==> src/rtl/frog_vga_pkg.sv <==
// frog_vga_pkg -- shared types and constants for the frog scene VGA engine.
//   frog_state_t : frog jump / death state machine encoding
//   *_RGB        : 12-bit {r,g,b} colour constants
//   VGA_*        : default 640x480@60 timing and scene geometry
//   COORD_W      : width of all pixel coordinates (11-bit, signed where needed)
// Optional build macro used by the top: WATER_GRADIENT_EN.
package frog_vga_pkg;

  typedef enum logic [2:0] {
    ST_IDLE,
    ST_UP_OUT,
    ST_UP_BACK,
    ST_DN_OUT,
    ST_DN_BACK,
    ST_DEAD
  } frog_state_t;

  localparam int COORD_W = 11;

  localparam logic [11:0] FROG_RGB   = 12'hFFF;
  localparam logic [11:0] PAD_RGB    = 12'h0F0;
  localparam logic [11:0] WATER_FLAT = 12'h008;

  localparam int VGA_H_ACTIVE = 640;
  localparam int VGA_H_FP     = 16;
  localparam int VGA_H_SYNC   = 96;
  localparam int VGA_H_BP     = 48;
  localparam int VGA_V_ACTIVE = 480;
  localparam int VGA_V_FP     = 10;
  localparam int VGA_V_SYNC   = 2;
  localparam int VGA_V_BP     = 33;

endpackage

==> src/rtl/vga_timing_gen.sv <==
// vga_timing_gen -- horizontal/vertical pixel counters and sync generation.
//   clk, rst_n  : pixel clock, synchronous active-low reset
//   h, v        : current pixel counters (combinational view of the raster)
//   active      : h/v inside the visible area
//   frame_end   : counters at the last pixel of the frame (internal event)
//   hsync/vsync : active-low sync, registered (one clock behind h/v)
//   frame_tick  : frame_end registered, aligned with sync and colour
module vga_timing_gen
  import frog_vga_pkg::*;
#(
  parameter int H_ACTIVE = VGA_H_ACTIVE,
  parameter int H_FP     = VGA_H_FP,
  parameter int H_SYNC   = VGA_H_SYNC,
  parameter int H_BP     = VGA_H_BP,
  parameter int V_ACTIVE = VGA_V_ACTIVE,
  parameter int V_FP     = VGA_V_FP,
  parameter int V_SYNC   = VGA_V_SYNC,
  parameter int V_BP     = VGA_V_BP
) (
  input  logic               clk,
  input  logic               rst_n,
  output logic [COORD_W-1:0] h,
  output logic [COORD_W-1:0] v,
  output logic               active,
  output logic               frame_end,
  output logic               hsync,
  output logic               vsync,
  output logic               frame_tick
);

  localparam int H_TOTAL = H_ACTIVE + H_FP + H_SYNC + H_BP;
  localparam int V_TOTAL = V_ACTIVE + V_FP + V_SYNC + V_BP;

  localparam logic [COORD_W-1:0] ONE    = COORD_W'(1);
  localparam logic [COORD_W-1:0] H_LAST = COORD_W'(H_TOTAL - 1);
  localparam logic [COORD_W-1:0] V_LAST = COORD_W'(V_TOTAL - 1);
  localparam logic [COORD_W-1:0] H_ACT  = COORD_W'(H_ACTIVE);
  localparam logic [COORD_W-1:0] V_ACT  = COORD_W'(V_ACTIVE);
  localparam logic [COORD_W-1:0] HS_BEG = COORD_W'(H_ACTIVE + H_FP);
  localparam logic [COORD_W-1:0] HS_END = COORD_W'(H_ACTIVE + H_FP + H_SYNC);
  localparam logic [COORD_W-1:0] VS_BEG = COORD_W'(V_ACTIVE + V_FP);
  localparam logic [COORD_W-1:0] VS_END = COORD_W'(V_ACTIVE + V_FP + V_SYNC);

  assign active    = (h < H_ACT) && (v < V_ACT);
  assign frame_end = (h == H_LAST) && (v == V_LAST);

  always_ff @(posedge clk) begin
    if (!rst_n) begin
      h          <= '0;
      v          <= '0;
      hsync      <= 1'b1;
      vsync      <= 1'b1;
      frame_tick <= 1'b0;
    end else begin
      hsync      <= !((h >= HS_BEG) && (h < HS_END));
      vsync      <= !((v >= VS_BEG) && (v < VS_END));
      frame_tick <= frame_end;
      if (h == H_LAST) begin
        h <= '0;
        v <= (v == V_LAST) ? '0 : v + ONE;
      end else begin
        h <= h + ONE;
      end
    end
  end

endmodule

==> src/rtl/frog_scene_vga.sv <==
// frog_scene_vga -- VGA scene: scrolling lily pads, jumping frog, collision, death blink.
//   clk, rst_n           : pixel clock, synchronous active-low reset
//   jump_up/jump_down    : single-cycle jump requests, honoured only while IDLE
//   restart              : single-cycle request, clears death and rewinds the pads
//   hsync, vsync         : active-low sync (registered)
//   vga_r, vga_g, vga_b  : 4-bit colour, zero outside the visible area (registered)
//   frame_tick           : pulse aligned with the last pixel of the frame
//   pad_hit              : per-pad collision flags of the previous frame
//   dead                 : frog state machine is in DEAD
// Build macro WATER_GRADIENT_EN: water blue darkens by one step every 16 lines.
//
// Frog states (all moves on the frame_end event, restart acts immediately):
//   state      | meaning
//   ST_IDLE    | frog at rest, jump requests latched as pending
//   ST_UP_OUT  | rising 2 px/frame until JUMP_H above rest
//   ST_UP_BACK | falling back 2 px/frame to rest
//   ST_DN_OUT  | sinking 2 px/frame until JUMP_H below rest
//   ST_DN_BACK | rising back 2 px/frame to rest
//   ST_DEAD    | frog and pads frozen, frog blinks until restart
module frog_scene_vga
  import frog_vga_pkg::*;
#(
  parameter int H_ACTIVE   = VGA_H_ACTIVE,
  parameter int H_FP       = VGA_H_FP,
  parameter int H_SYNC     = VGA_H_SYNC,
  parameter int H_BP       = VGA_H_BP,
  parameter int V_ACTIVE   = VGA_V_ACTIVE,
  parameter int V_FP       = VGA_V_FP,
  parameter int V_SYNC     = VGA_V_SYNC,
  parameter int V_BP       = VGA_V_BP,
  parameter int NUM_PADS   = 3,
  parameter int PAD_W      = 40,
  parameter int PAD_PITCH  = 240,
  parameter int PAD_TOP    = 190,
  parameter int PAD_BOT    = 286,
  parameter int PAD_SPEED  = 3,
  parameter int FROG_X     = 120,
  parameter int FROG_Y     = 232,
  parameter int FROG_SZ    = 16,
  parameter int JUMP_H     = 32,
  parameter int BLINK_LOG2 = 3
) (
  input  logic                clk,
  input  logic                rst_n,
  input  logic                jump_up,
  input  logic                jump_down,
  input  logic                restart,
  output logic                hsync,
  output logic                vsync,
  output logic [3:0]          vga_r,
  output logic [3:0]          vga_g,
  output logic [3:0]          vga_b,
  output logic                frame_tick,
  output logic [NUM_PADS-1:0] pad_hit,
  output logic                dead
);

  localparam int CW = COORD_W;

  localparam logic [CW-1:0] TWO     = CW'(2);
  localparam logic [CW-1:0] PITCH_C = CW'(PAD_PITCH);
  localparam logic [CW-1:0] SPEED_C = CW'(PAD_SPEED);
  localparam logic [CW-1:0] PT_C    = CW'(PAD_TOP);
  localparam logic [CW-1:0] PB_C    = CW'(PAD_BOT);
  localparam logic [CW-1:0] FX_C    = CW'(FROG_X);
  localparam logic [CW-1:0] FX_END  = CW'(FROG_X + FROG_SZ);
  localparam logic [CW-1:0] SZ_C    = CW'(FROG_SZ);
  localparam logic [CW-1:0] Y_REST  = CW'(FROG_Y);
  localparam logic [CW-1:0] Y_TOP   = CW'(FROG_Y - JUMP_H);
  localparam logic [CW-1:0] Y_BOT   = CW'(FROG_Y + JUMP_H);
  localparam logic [CW-1:0] V_HALF  = CW'(V_ACTIVE / 2);
  localparam logic signed [CW-1:0] PW_S = CW'(PAD_W);
  localparam int BL_W = BLINK_LOG2 + 1;

  logic [CW-1:0] h, v;
  logic          active, frame_end;

  vga_timing_gen #(
    .H_ACTIVE(H_ACTIVE), .H_FP(H_FP), .H_SYNC(H_SYNC), .H_BP(H_BP),
    .V_ACTIVE(V_ACTIVE), .V_FP(V_FP), .V_SYNC(V_SYNC), .V_BP(V_BP)
  ) u_timing (
    .clk       (clk),
    .rst_n     (rst_n),
    .h         (h),
    .v         (v),
    .active    (active),
    .frame_end (frame_end),
    .hsync     (hsync),
    .vsync     (vsync),
    .frame_tick(frame_tick)
  );

  frog_state_t         state, state_n;
  logic [CW-1:0]       frog_y, frog_y_n, y_minus, y_plus;
  logic [CW-1:0]       scroll, scroll_n, scroll_sum, scroll_adv;
  logic [BLINK_LOG2:0] blink, blink_n;
  logic [NUM_PADS-1:0] hit, in_pad;
  logic                pend_up, pend_dn;
  logic                pad_band, in_frog, frog_vis;
  logic [3:0]          water_b;
  logic [11:0]         pix, rgb;

  assign scroll_sum = scroll + SPEED_C;
  assign scroll_adv = (scroll_sum >= PITCH_C) ? scroll_sum - PITCH_C : scroll_sum;
  assign y_minus    = frog_y - TWO;
  assign y_plus     = frog_y + TWO;

  // Pad edges are signed so a pad scrolled partly past x=0 clips instead of wrapping.
  assign pad_band = (v >= PT_C) && (v < PB_C);

  for (genvar i = 0; i < NUM_PADS; i++) begin : g_pad
    localparam logic signed [CW-1:0] BASE = CW'(i * PAD_PITCH + PAD_W / 2);
    logic signed [CW-1:0] left;
    assign left      = BASE - $signed(scroll);
    assign in_pad[i] = pad_band && ($signed(h) >= left) && ($signed(h) < left + PW_S);
  end

  // Collision uses the frog's box even while it is blinked out.
  assign in_frog  = (h >= FX_C) && (h < FX_END) && (v >= frog_y) && (v < frog_y + SZ_C);
  assign frog_vis = in_frog && ((state != ST_DEAD) || !blink[BLINK_LOG2]);
  assign dead     = (state == ST_DEAD);

`ifdef WATER_GRADIENT_EN
  assign water_b = 4'hF - 4'((v - V_HALF) >> 4);
`else
  assign water_b = WATER_FLAT[3:0];
`endif

  always_comb begin
    pix = 12'h000;
    if (active) begin
      if (frog_vis)          pix = FROG_RGB;
      else if (|in_pad)      pix = PAD_RGB;
      else if (v >= V_HALF)  pix = {8'h00, water_b};
    end
  end

  always_comb begin
    state_n  = state;
    frog_y_n = frog_y;
    blink_n  = blink;
    scroll_n = scroll;
    if (restart) begin
      state_n  = ST_IDLE;
      frog_y_n = Y_REST;
      scroll_n = '0;
    end else if (frame_end) begin
      if (state != ST_DEAD) scroll_n = scroll_adv;
      if ((state != ST_DEAD) && (|hit)) begin
        state_n = ST_DEAD;
        blink_n = '0;
      end else begin
        case (state)
          ST_IDLE: begin
            if (pend_up)      state_n = ST_UP_OUT;
            else if (pend_dn) state_n = ST_DN_OUT;
          end
          ST_UP_OUT: begin
            frog_y_n = y_minus;
            if (y_minus == Y_TOP) state_n = ST_UP_BACK;
          end
          ST_UP_BACK: begin
            frog_y_n = y_plus;
            if (y_plus == Y_REST) state_n = ST_IDLE;
          end
          ST_DN_OUT: begin
            frog_y_n = y_plus;
            if (y_plus == Y_BOT) state_n = ST_DN_BACK;
          end
          ST_DN_BACK: begin
            frog_y_n = y_minus;
            if (y_minus == Y_REST) state_n = ST_IDLE;
          end
          ST_DEAD:  blink_n = blink + BL_W'(1);
          default:  state_n = ST_IDLE;
        endcase
      end
    end
  end

  always_ff @(posedge clk) begin
    if (!rst_n) begin
      state   <= ST_IDLE;
      frog_y  <= Y_REST;
      blink   <= '0;
      scroll  <= '0;
      hit     <= '0;
      pad_hit <= '0;
      pend_up <= 1'b0;
      pend_dn <= 1'b0;
      rgb     <= 12'h000;
    end else begin
      state  <= state_n;
      frog_y <= frog_y_n;
      blink  <= blink_n;
      scroll <= scroll_n;
      rgb    <= pix;
      if (restart) begin
        hit     <= '0;
        pend_up <= 1'b0;
        pend_dn <= 1'b0;
      end else if (frame_end) begin
        pad_hit <= hit;
        hit     <= '0;
        pend_up <= 1'b0;
        pend_dn <= 1'b0;
      end else begin
        hit <= hit | ((active && in_frog) ? in_pad : '0);
        // Up wins over a simultaneous down; once out of IDLE requests are dropped.
        if (state == ST_IDLE) begin
          if (jump_up)        pend_up <= 1'b1;
          else if (jump_down) pend_dn <= 1'b1;
        end else begin
          pend_up <= 1'b0;
          pend_dn <= 1'b0;
        end
      end
    end
  end

  assign vga_r = rgb[11:8];
  assign vga_g = rgb[7:4];
  assign vga_b = rgb[3:0];

endmodule

==> config.mk <==
export PLATFORM = sky130hd
export DESIGN_NAME = frog_scene_vga
export DESIGN_NICKNAME = d
export VERILOG_FILES = /design/src/rtl/frog_vga_pkg.sv /design/src/rtl/vga_timing_gen.sv /design/src/rtl/frog_scene_vga.sv
export SDC_FILE = /design/constraint.sdc
export NUM_CORES = 1
export LEC_CHECK = 0
export ABC_CLOCK_PERIOD_IN_PS = 6350
export CAP_MARGIN = 20
export CORE_MARGIN = 5
export CORE_UTILIZATION = 45
export CTS_BUF_LIST = sky130_fd_sc_hd__clkbuf_16
export CTS_CLUSTER_SIZE = 16
export DETAILED_ROUTE_END_ITERATION = 16
export HOLD_SLACK_MARGIN = 0.03
export MAX_ROUTING_LAYER = met4
export REMOVE_ABC_BUFFERS = 1
export SLEW_MARGIN = 30
export SYNTH_ARGS = -nofsm -noshare
export SYNTH_HDL_FRONTEND = slang
export SYNTH_SLANG_ARGS = --single-unit
==> constraint.sdc <==
create_clock -name clk -period 6.35 [get_ports clk]
set_clock_uncertainty 0.1 [all_clocks]
set_input_delay 0.9525 -clock clk [delete_from_list [all_inputs] [get_ports clk]]
set_output_delay 0.9525 -clock clk [all_outputs]
set_load 0.02 [all_outputs]
==> out/metrics.yaml <==
synthesis:
  synth_most_common_cell: "ha_1"
  ys_ff_latch: 64
  synth_top_area_cell: "dfxtp_1"
  synth_commonest_cells: "ha_1, nor2_1, dfxtp_1"
  ys_types: 73
  syn_avg_cell_area_sq_um: 7.66
  ys_async_sr_fraction_pct: 0
  synth_edf_count: 0
  yosys.area.top_type_share_pct: 20.9
  synth_area_sq_mm: 0.00612
  synth-seq-area-share_pct: 20.9
  ys_top_cells_by_area: "dfxtp_1, ha_1, xnor2_1"
  yosys_warnings: 0
  synthCells: 799
  synth_flop_cell: "dfxtp_1"
worst_setup_path:
  critical_path.top_delay_family: "simple AND/OR/NAND/NOR gates"
  r2r_slack_ns: 1.71
  endpoint: "rgb[3]"
  end_kind: "flop"
  path_max_fanout: 10
  crit_top_cell: "ha_1"
  r2r-start: "scroll[0]"
  critical_path_class: "reg -> reg"
  critPathLaunch: "scroll[0]"
  max_stage_delay_ns: 0.63
  critical_path_buf_inv_count: 2
  r2r_cells: 18
  cp_slowest_cell: "or4b_2"
  path_depth: 18
  crit_path_start_kind: "flop"
  crit_path_cell_trace: "inv_1, ha_1, nand2b_1, nand2b_1, xor2_1, inv_1, ha_1, o21ai_1, nor4_1, xor2_1, ha_1, or4b_2, a21oi_1, o21ai_0, o21ai_0, o2111a_1, nor3_1, a21o_1"
  crit_arrival_ns: 4.78
  worstPathRequired_ns: 6.48
  r2r_end: "rgb[3]"
cells_and_area:
  stdcell_area_sq_mm: 0.00667
  layout.nets: 866
  area_delta_synth_final_pct: 8.93
  drive_gt1_share_pct: 3.68
  diodes: 0
floorplan:
  die_area_sq_mm: 0.0160
  die_w_um: 127
  io_pins: 24
  start_util_pct: 46.1
  die_h_um: 127
  fp.coreArea_sq_mm: 0.0133
  rows: 42
pwr:
  finalPower_w: 0.000976
  ir_worst_vdd_mv: 0.144
  p_leak_nw: 2.61
  powerDensity_mw_per_mm2: 146
timing:
  timing.final.crit_share_pct: 73.1
  fin_tns_setup_ns: 0
  timing.slew.headroom_pct: 42.9
  worst_slew_pin_slew_ns: 0.856
  period_minus_slack_ns: 4.64
  fin_ws_ns: 1.71
  slew_violations: 0
  rsz0062_at_grt: "false"
  hold_viol_final: 0
  setup-violations-final: 0
  fmax_ghz: 0.215
min_path:
  hold-path-cell-count: 1
  hold_path_class: "reg -> reg"
clock_tree:
  cts.clk_slew.worst_paths_ns: 0.06
  clock-sinks: 64
  post_cts_buffers: 0
  ctsResizeCount: 0
  h-tree-depth: 3
  cts.path.max_buffers: 2
  clk_latency_ns: 0.34
  cts_buffers: 9
  cts_tree: "yes"
  hold_buffers: 0
  cts-root-buf: "clkbuf_16"
placement:
  globalplace.congestion: 0.915
  io_buffers: 23
  dpl.hpwl_um: 12100
  placed_area_sq_mm: 0.00634
  place_ws_ns: 1.79
route:
  wire_per_inst_um: 16.6
  drtIter0Drc: 514
  postRouteAntennaNets: 0
  firstDrtPassIters: 5
  drcViolationCount: 0
  vias: 5673
  totalWireLength_um: 16100
  viasPerCell: 5.88
grt:
  antenna_found_initial: 0
  grt_pass1_wl_um: 26900
  overflow: 0
  grt_max_degree: 22
  grt_pass1_vias: 5477
  grtUsageTotal_pct: 20.7
run:
  cap_viol_max_count: 0
outcome:
  status: "completed"
[routing by layer]
layer	share of wire [%]	wire [um]	GRT usage, %	vias to the layer above
met1	46	7320	25.3	2704
met4	1.8	286	7.19	0
met3	3.1	500	3.53	24
li1	-	-	-	2843
met2	49	7940	34.4	102
met5	0	0	-	-
[logic make-up (layout without fill, tap and decap cells)]
group,after synthesis,in the layout,share of synthesized area [%]
mux,6,6,0.981
buf+inv,97,87,6.78
simple gates,301,301,26.1
flops,64,64,20.9
compound gates,183,183,19.3
xor+xnor,71,71,10.2
fa+ha+maj,77,77,15.7
[where the power goes]
group,internal [W],switching (W),total [W],leakage (nW)
Clock,0.000347,0.000199,0.000546,0.157
Sequential,0.000404,0.00000223,0.000406,0.516
Combinational,0.00000859,0.0000149,0.0000235,1.94
[layout by cell type, fill, tap and decap left out, drive strengths merged, types with 5 or more instances in the layout]
| cell type | count |
|---|---|
| nor2 | 71 |
| o21a | 5 |
| a31oi | 10 |
| a211oi | 9 |
| clkdlybuf4s50 | 23 |
| nor2b | 15 |
| nand3b | 5 |
| a21o | 9 |
| and3 | 9 |
| mux2i | 6 |
| xnor2 | 48 |
| nor3 | 35 |
| clkbuf | 9 |
| a21oi | 44 |
| ha | 77 |
| inv | 47 |
| dfxtp | 64 |
| o22ai | 5 |
| nor4 | 9 |
| nand3 | 30 |
| nand2 | 46 |
| xor2 | 23 |
| o21ai | 55 |
| a2111oi | 5 |
| or3 | 22 |
| nand4 | 17 |
| and2 | 9 |
| nand2b | 10 |
[area by class of cell]
| type | instances | area, sq um |
|---|---|---|
| clock buffers | 9 | 225 |
| clock inverters | 7 | 103 |
| inverters | 47 | 176 |
| repair buffers | 24 | 238 |
| fillers | 1329 | 6630 |
| well taps | 176 | 220 |
| flip-flops and latches | 64 | 1280 |
| multi-input cells | 638 | 4430 |
[worst reg2reg max path: stages (launching register included)]
cell and delay [ns]:
dfxtp_1 0.52, inv_1 0.13, ha_1 0.31, nand2b_1 0.21, nand2b_1 0.31, xor2_1 0.37
inv_1 0.10, ha_1 0.23, o21ai_1 0.22, nor4_1 0.08, xor2_1 0.16, ha_1 0.21
or4b_2 0.63, a21oi_1 0.14, o21ai_0 0.10, o21ai_0 0.15, o2111a_1 0.29, nor3_1 0.09
a21o_1 0.18
[metrics by stage]
stage	cells	utilization (%)	hold WS [ns]
2_1_floorplan	749	-	0.326
3_3_place_gp	949	47.7	0.345
3_5_place_dp	949	47.7	0.359
4_1_cts	965	50.2	0.373
5_1_grt	965	50.2	0.398
6_report	965	50.2	0.365
[flip-flops by register name, summed over array words and instances (netlist names)]
name and flops:
scroll 11, pend_up 1, blink 4, state 3, u_timing.h 11, frog_y 10, u_timing.hsync 1, pend_dn 1
u_timing.vsync 1, rgb 3, u_timing.v 11, hit 3, pad_hit 3, u_timing.frame_tick 1
[worst min-delay path by stage]
stage,from,to,slack [ns]
6_report,u_timing.h[0],u_timing.h[0],0.36
5_1_grt,u_timing.h[0],u_timing.h[0],0.40
4_1_cts,u_timing.h[0],u_timing.h[0],0.37
3_5_place_dp,u_timing.h[0],u_timing.h[0],0.36
3_3_place_gp,u_timing.h[0],u_timing.h[0],0.34
2_1_floorplan,u_timing.h[0],u_timing.h[0],0.33
Note: power is estimated with default switching activity, not from simulation.
==> patch 1, RTL diff (same flow settings) <==
Build with the macro `WATER_GRADIENT_EN` defined.
--- a/src/rtl/frog_scene_vga.sv
+++ b/src/rtl/frog_scene_vga.sv
@@ -17,6 +17,8 @@
 //   ST_DN_OUT  | sinking 2 px/frame until JUMP_H below rest
 //   ST_DN_BACK | rising back 2 px/frame to rest
 //   ST_DEAD    | frog and pads frozen, frog blinks until restart
+`define WATER_GRADIENT_EN
+
 module frog_scene_vga
   import frog_vga_pkg::*;
 #(
Formal check against the unedited RTL: no difference found for any inputs over 10 cycles, from zero or initial values and one cycle with rst_n low; that may be too few to reach the edited logic, so the function may still have changed.
==> patch 1 against the unedited design <==
Total power decreased by 7.8%. Clock power decreased by 18%. Die area increased by 4.1%. Area after synthesis increased by 4.4%. Global-route usage increased by 0.69 points. Final area increased by 3.4%. Maximum frequency decreased by 0.39%. Critical path depth unchanged. Critical endpoint is now rgb[2]$_SDFF_PN0_. Worst setup slack got worse by 18 ps. Sequential cell count increased by 3. Routed wire length increased by 6.7%.
==> patch 1: results (changes against the unedited design) <==
vias in the first global route=5,530 (was 5,477); final net count=908 (was 866); initial antenna violation count=0 (unchanged); post-CTS setup buffers=0 (unchanged); Crit Path Max Fanout=9 (was 10); Distinct cells, synth=76 (was 73); diode count=0 (unchanged); H-tree depth=3 (unchanged); drt via density=5.89 (was 5.88); Top delay family on crit path=compound AO/OA/AOI/OAI gates (was simple AND/OR/NAND/NOR gates); hold path depth=2 (was 1); Leak=2.82 nW (was 2.61 nW); Clock Pin Slew Worst Setup and Hold Paths=60 ps (about the same); pin count of the biggest net entering global routing=20 (was 22); drt first pass iters=5 (unchanged); IO Port Bufs=23 (unchanged); CTS root buf=clkbuf_16 (unchanged); crit-path max cell delay=460 ps (was 630 ps); Total GRT Usage=0.214 (was 0.207); DRT iter0 DRCs=381 (was 514); dpl hpwl=12.9 mm (was 12.1 mm); Synth top cells by count=ha_1 (79), dfxtp_1 (67), nor2_1 (67), nand2_1 (63), a21oi_1 (54) (was ha_1 (77), nor2_1 (70), dfxtp_1 (64), o21ai_0 (48), xnor2_1 (48)); routability congestion estimate=0.932 (was 0.915); first-pass GRT wire length=28.0 mm (was 26.9 mm); post-CTS sizing=0 (unchanged); cts bufs inserted=9 (unchanged); R2R cell count=18 (unchanged); worst skew pair latency=340 ps (about the same); FFs w/ async S/R, synth=0 (unchanged); Slowest cell on crit path=dfxtp_1 (was or4b_2); status=complete, no violations (unchanged); Max IR drop VDD=0.0934 mV (was 0.144 mV); class of the worst hold path=flip-flop to flip-flop (unchanged); top post-synthesis cells by area=dfxtp_1 (21%), ha_1 (15%), xnor2_1 (5.3%) (was dfxtp_1 (21%), ha_1 (16%), xnor2_1 (6.9%)); layout cells sized above 1=0.0434 (was 0.0368); top_reg_cell synth=dfxtp_1 (unchanged); Seq/Total Area, Yosys=0.210 (was 0.209); biggest regs=scroll x11, u_timing.h x11, u_timing.v x11 (unchanged); Synthesis Warnings=0 (unchanged); Post-Route WL=17.1 mm (was 16.1 mm); worst-case clock buffer depth=2 (unchanged); placed cell area=0.00664 mm2 (was 0.00634 mm2); CP arrival=4780 ps (about the same); Slew Limit Headroom=0.371 (was 0.429)
==> patch 1: changes by cell type after synthesis, sizes merged, moves of 5 or more <==
cell and change:
xor2 +6, o211ai +5, xnor2 -9, a21oi +10, nand3 +15, o21ai -10, nor2b -7, nand2 +17
==> patch 1: worst paths after layout <==
| kind | end | slack, ps | start |
|---|---|---|---|
| max | rgb[2]$_SDFF_PN0_ | 1690 | scroll[0]$_SDFFE_PP0P_ |
| min reg2reg | pad_hit[2]$_SDFFE_PN0P_ | 360 | pad_hit[2]$_SDFFE_PN0P_ |
| min | pad_hit[2]$_SDFFE_PN0P_ | 360 | pad_hit[2]$_SDFFE_PN0P_ |
| max reg2reg | rgb[2]$_SDFF_PN0_ | 1690 | scroll[0]$_SDFFE_PP0P_ |
==> patch 1: area by class of cell <==
type / count / area, um2
well taps: 180 / 225
repair buffers: 24 / 238
clock inverters: 7 / 37.5
fillers: 1380 / 7040
flip-flops and latches: 67 / 1340
inverters: 46 / 180
clock buffers: 9 / 225
multi-input cells: 676 / 4650
==> patch 1: kinds of logic (layout without fill, tap and decap cells) <==
family,Yosys count,count (layout),share of synthesized area
DFF,67,67,0.210
muxes,10,10,0.0158
AOI/OAI and AO/OA,187,187,0.190
and+or+nand+nor,332,332,0.274
adders and majority gates,79,79,0.155
buffers and inverters,93,86,0.0628
xor gates and xnor gates,68,68,0.0931
==> patch 1: where the power goes <==
group | total, mW | internal (mW) | switching [mW] | leakage, nW
sequential | 0.426 | 0.423 | 0.00347 | 0.541
combinational | 0.0263 | 0.00921 | 0.0171 | 2.14
clock | 0.447 | 0.259 | 0.189 | 0.135
==> patch 1: per-layer routing <==
metal	track usage	wire length, um	part of all wire	vias up
met5	-	0	0	-
met1	0.264	7900	0.46	2786
li1	-	-	-	3022
met4	0.0655	335	0.020	0
met3	0.0313	444	0.026	24
met2	0.360	8440	0.49	107
==> patch 1: worst min-delay path: stages, from the launching register on <==
cell	delay [ps]
dfxtp_1	300
nand2_1	50
a21oi_1	50
==> patch 1: through the flow <==
| step | setup WS (ps) | instances | util |
|---|---|---|---|
| final | 1690 | 1009 | 0.495 |
| after global routing | 1300 | 1009 | 0.495 |
| after CTS | 1750 | 1009 | 0.495 |
| after detailed placement | 1760 | 993 | 0.476 |
| after global placement | 1960 | 993 | 0.476 |
| after floorplan | 2360 | 789 | - |
==> patch 2, RTL diff (same settings) <==
Without the edit above. Make the reset (`rst_n`) asynchronous in 2 clocked blocks. Comments in the files are not updated.
--- a/src/rtl/vga_timing_gen.sv
+++ b/src/rtl/vga_timing_gen.sv
@@ -44,7 +44,7 @@
   assign active    = (h < H_ACT) && (v < V_ACT);
   assign frame_end = (h == H_LAST) && (v == V_LAST);
 
-  always_ff @(posedge clk) begin
+  always_ff @(posedge clk or negedge rst_n) begin
     if (!rst_n) begin
       h          <= '0;
       v          <= '0;
--- a/src/rtl/frog_scene_vga.sv
+++ b/src/rtl/frog_scene_vga.sv
@@ -178,7 +178,7 @@
     end
   end
 
-  always_ff @(posedge clk) begin
+  always_ff @(posedge clk or negedge rst_n) begin
     if (!rst_n) begin
       state   <= ST_IDLE;
       frog_y  <= Y_REST;
Formal check against the unedited RTL: no difference found for any inputs over 10 cycles, from zero or initial values and one cycle with rst_n low; that may be too few to reach the edited logic, so the function may still have changed.
==> patch 2 against the unedited design <==
Final cell count down 0.10%. Die area up 4.0%. Area after synthesis up 4.3%. Global-route usage up 1.5 points. Final area up 4.7%. Worst hold slack better by 13 ps. Routed wire length up 8.6%. Critical path type unchanged. Sequential cell count unchanged. Worst setup slack better by 460 ps.
Power is not compared: it rests on default switching activity, and its combinational part moved more than twofold at a synthesized area within 25%.
==> patch 2: results (changes against the unedited design) <==
first-pass GRT wire length=28.7 mm (was 26.9 mm); Distinct cells, synth=76 (was 73); pin count of the biggest net entering global routing=65 (was 22); wire length per cell=18.1 um (was 16.6 um); met3 Use GR=0.0379 (was 0.0353); Crit Path Max Fanout=7 (was 10); crit-path max cell delay=480 ps (was 630 ps); FILL cells=1,330 (was 1,329); Seq/Total Area, Yosys=0.252 (was 0.209); Vias=5,788 (was 5,673); Synthesis Warnings=0 (unchanged); FFs w/ async S/R, synth=1.00 (was 0); routability congestion estimate=0.933 (was 0.915); top post-synthesis cells by area=dfrtp_1 (23%), ha_1 (15%), xnor2_1 (7.3%) (was dfxtp_1 (21%), ha_1 (16%), xnor2_1 (6.9%)); post-CTS sizing=0 (unchanged); Total GRT Usage=0.222 (was 0.207); layout cells sized above 1=0.0548 (was 0.0368); worst skew pair latency=340 ps (about the same); CP arrival=4320 ps (was 4780 ps); status=complete, no violations (unchanged); M1 GR Usage=0.281 (was 0.253); Worst Max-Slew Pin Slew=798 ps (was 856 ps); final net count=860 (was 866); DRT iter0 DRCs=352 (was 514); Synth top cells by count=ha_1 (76), nand2_1 (72), nor2_1 (72), dfrtp_1 (58), xnor2_1 (53) (was ha_1 (77), nor2_1 (70), dfxtp_1 (64), o21ai_0 (48), xnor2_1 (48)); met2 Resource Use GR=0.364 (was 0.344); worst-case clock buffer depth=2 (unchanged); Slowest cell on crit path=o21ai_0 (was or4b_2); vias in the first global route=5,582 (was 5,477); Clock Pin Slew Worst Setup and Hold Paths=60 ps (about the same); H-tree depth=3 (unchanged); dpl hpwl=13.0 mm (was 12.1 mm)
## patch 2: changes by cell type after synthesis, sizes merged, moves of 6 or more
cell	delta
xnor2	+6
nand2	+26
dfrtp	+58
dfstp	+6
nor3	-15
or3	-15
o211ai	+8
a21oi	-12
dfxtp	-64
## patch 2: per-layer routing
layer / vias up / wire length, um
met2: 134 / 8380
met1: 2823 / 8080
met5: - / 0
met4: 0 / 330
met3: 26 / 640
li1: 2805 / -
## patch 2: layout make-up
cell class | instances | share of cell area
clock inverters | 7 | 0.0102
multi-input cells | 630 | 0.632
flip-flops and latches | 64 | 0.231
clock buffers | 9 | 0.0323
repair buffers | 26 | 0.0373
well taps | 180 | 0.0323
inverters | 48 | 0.0258
## patch 2: worst paths after layout
kind / startpoint / end / slack (ps) / depth (start not counted)
worst min register to register: pad_hit[0]$_DFFE_PN0P_ / pad_hit[0]$_DFFE_PN0P_ / 380 / 2
worst max-delay path: scroll[0]$_DFFE_PN0P_ / rgb[3]$_DFF_PN0_ / 2160 / 16
max in group asynchronous: rst_n / u_timing.hsync$_DFF_PN1_ / 5020 / 3
worst max register to register: scroll[0]$_DFFE_PN0P_ / rgb[3]$_DFF_PN0_ / 2160 / 16
worst min-delay path: pad_hit[0]$_DFFE_PN0P_ / pad_hit[0]$_DFFE_PN0P_ / 380 / 2
min in group asynchronous: rst_n / frog_y[8]$_DFFE_PN0P_ / 530 / 2
## patch 2: stage by stage
stage	instance area [um2]	std cells	total power, mW	setup slack [ps]
finish	6980	964	1.08	2160
detailed placement	6660	947	0.577	2250
floorplan	6190	742	0.535	2830
CTS	6960	963	1.10	2230
global placement	6660	947	0.573	2420
global route	6980	964	1.13	1750
## patch 2: kinds of logic (layout without fill, tap and decap cells)
logic type,count (synthesis),count (layout),share of synthesized area
AO/OA/AOI/OAI,180,180,0.192
XOR/XNOR,72,72,0.0999
flip-flops,64,64,0.252
buffers and inverters,89,90,0.0588
AND/OR/NAND/NOR,292,292,0.233
adder cells (fa/ha/maj),76,76,0.149
multiplexers,10,10,0.0161
## patch 2: power groups by stage
| stage | combinational (mW) | clock (mW) | sequential (mW) |
|---|---|---|---|
| floorplan | 0.108 | 0 | 0.427 |
| global placement | 0.143 | 0 | 0.430 |
| detailed placement | 0.147 | 0 | 0.430 |
| CTS | 0.148 | 0.525 | 0.423 |
| global route | 0.169 | 0.536 | 0.424 |
| finish | 0.150 | 0.507 | 0.423 |
## patch 2: worst max-delay path, delay by kind of cell, from the launching register on
family / cells / cell delay [ps]
flip-flops: 1 / 460
AO/OA/AOI/OAI: 6 / 1700
buffers and inverters: 1 / 90
XOR/XNOR: 1 / 170
adder cells (fa/ha/maj): 3 / 890
AND/OR/NAND/NOR: 5 / 670
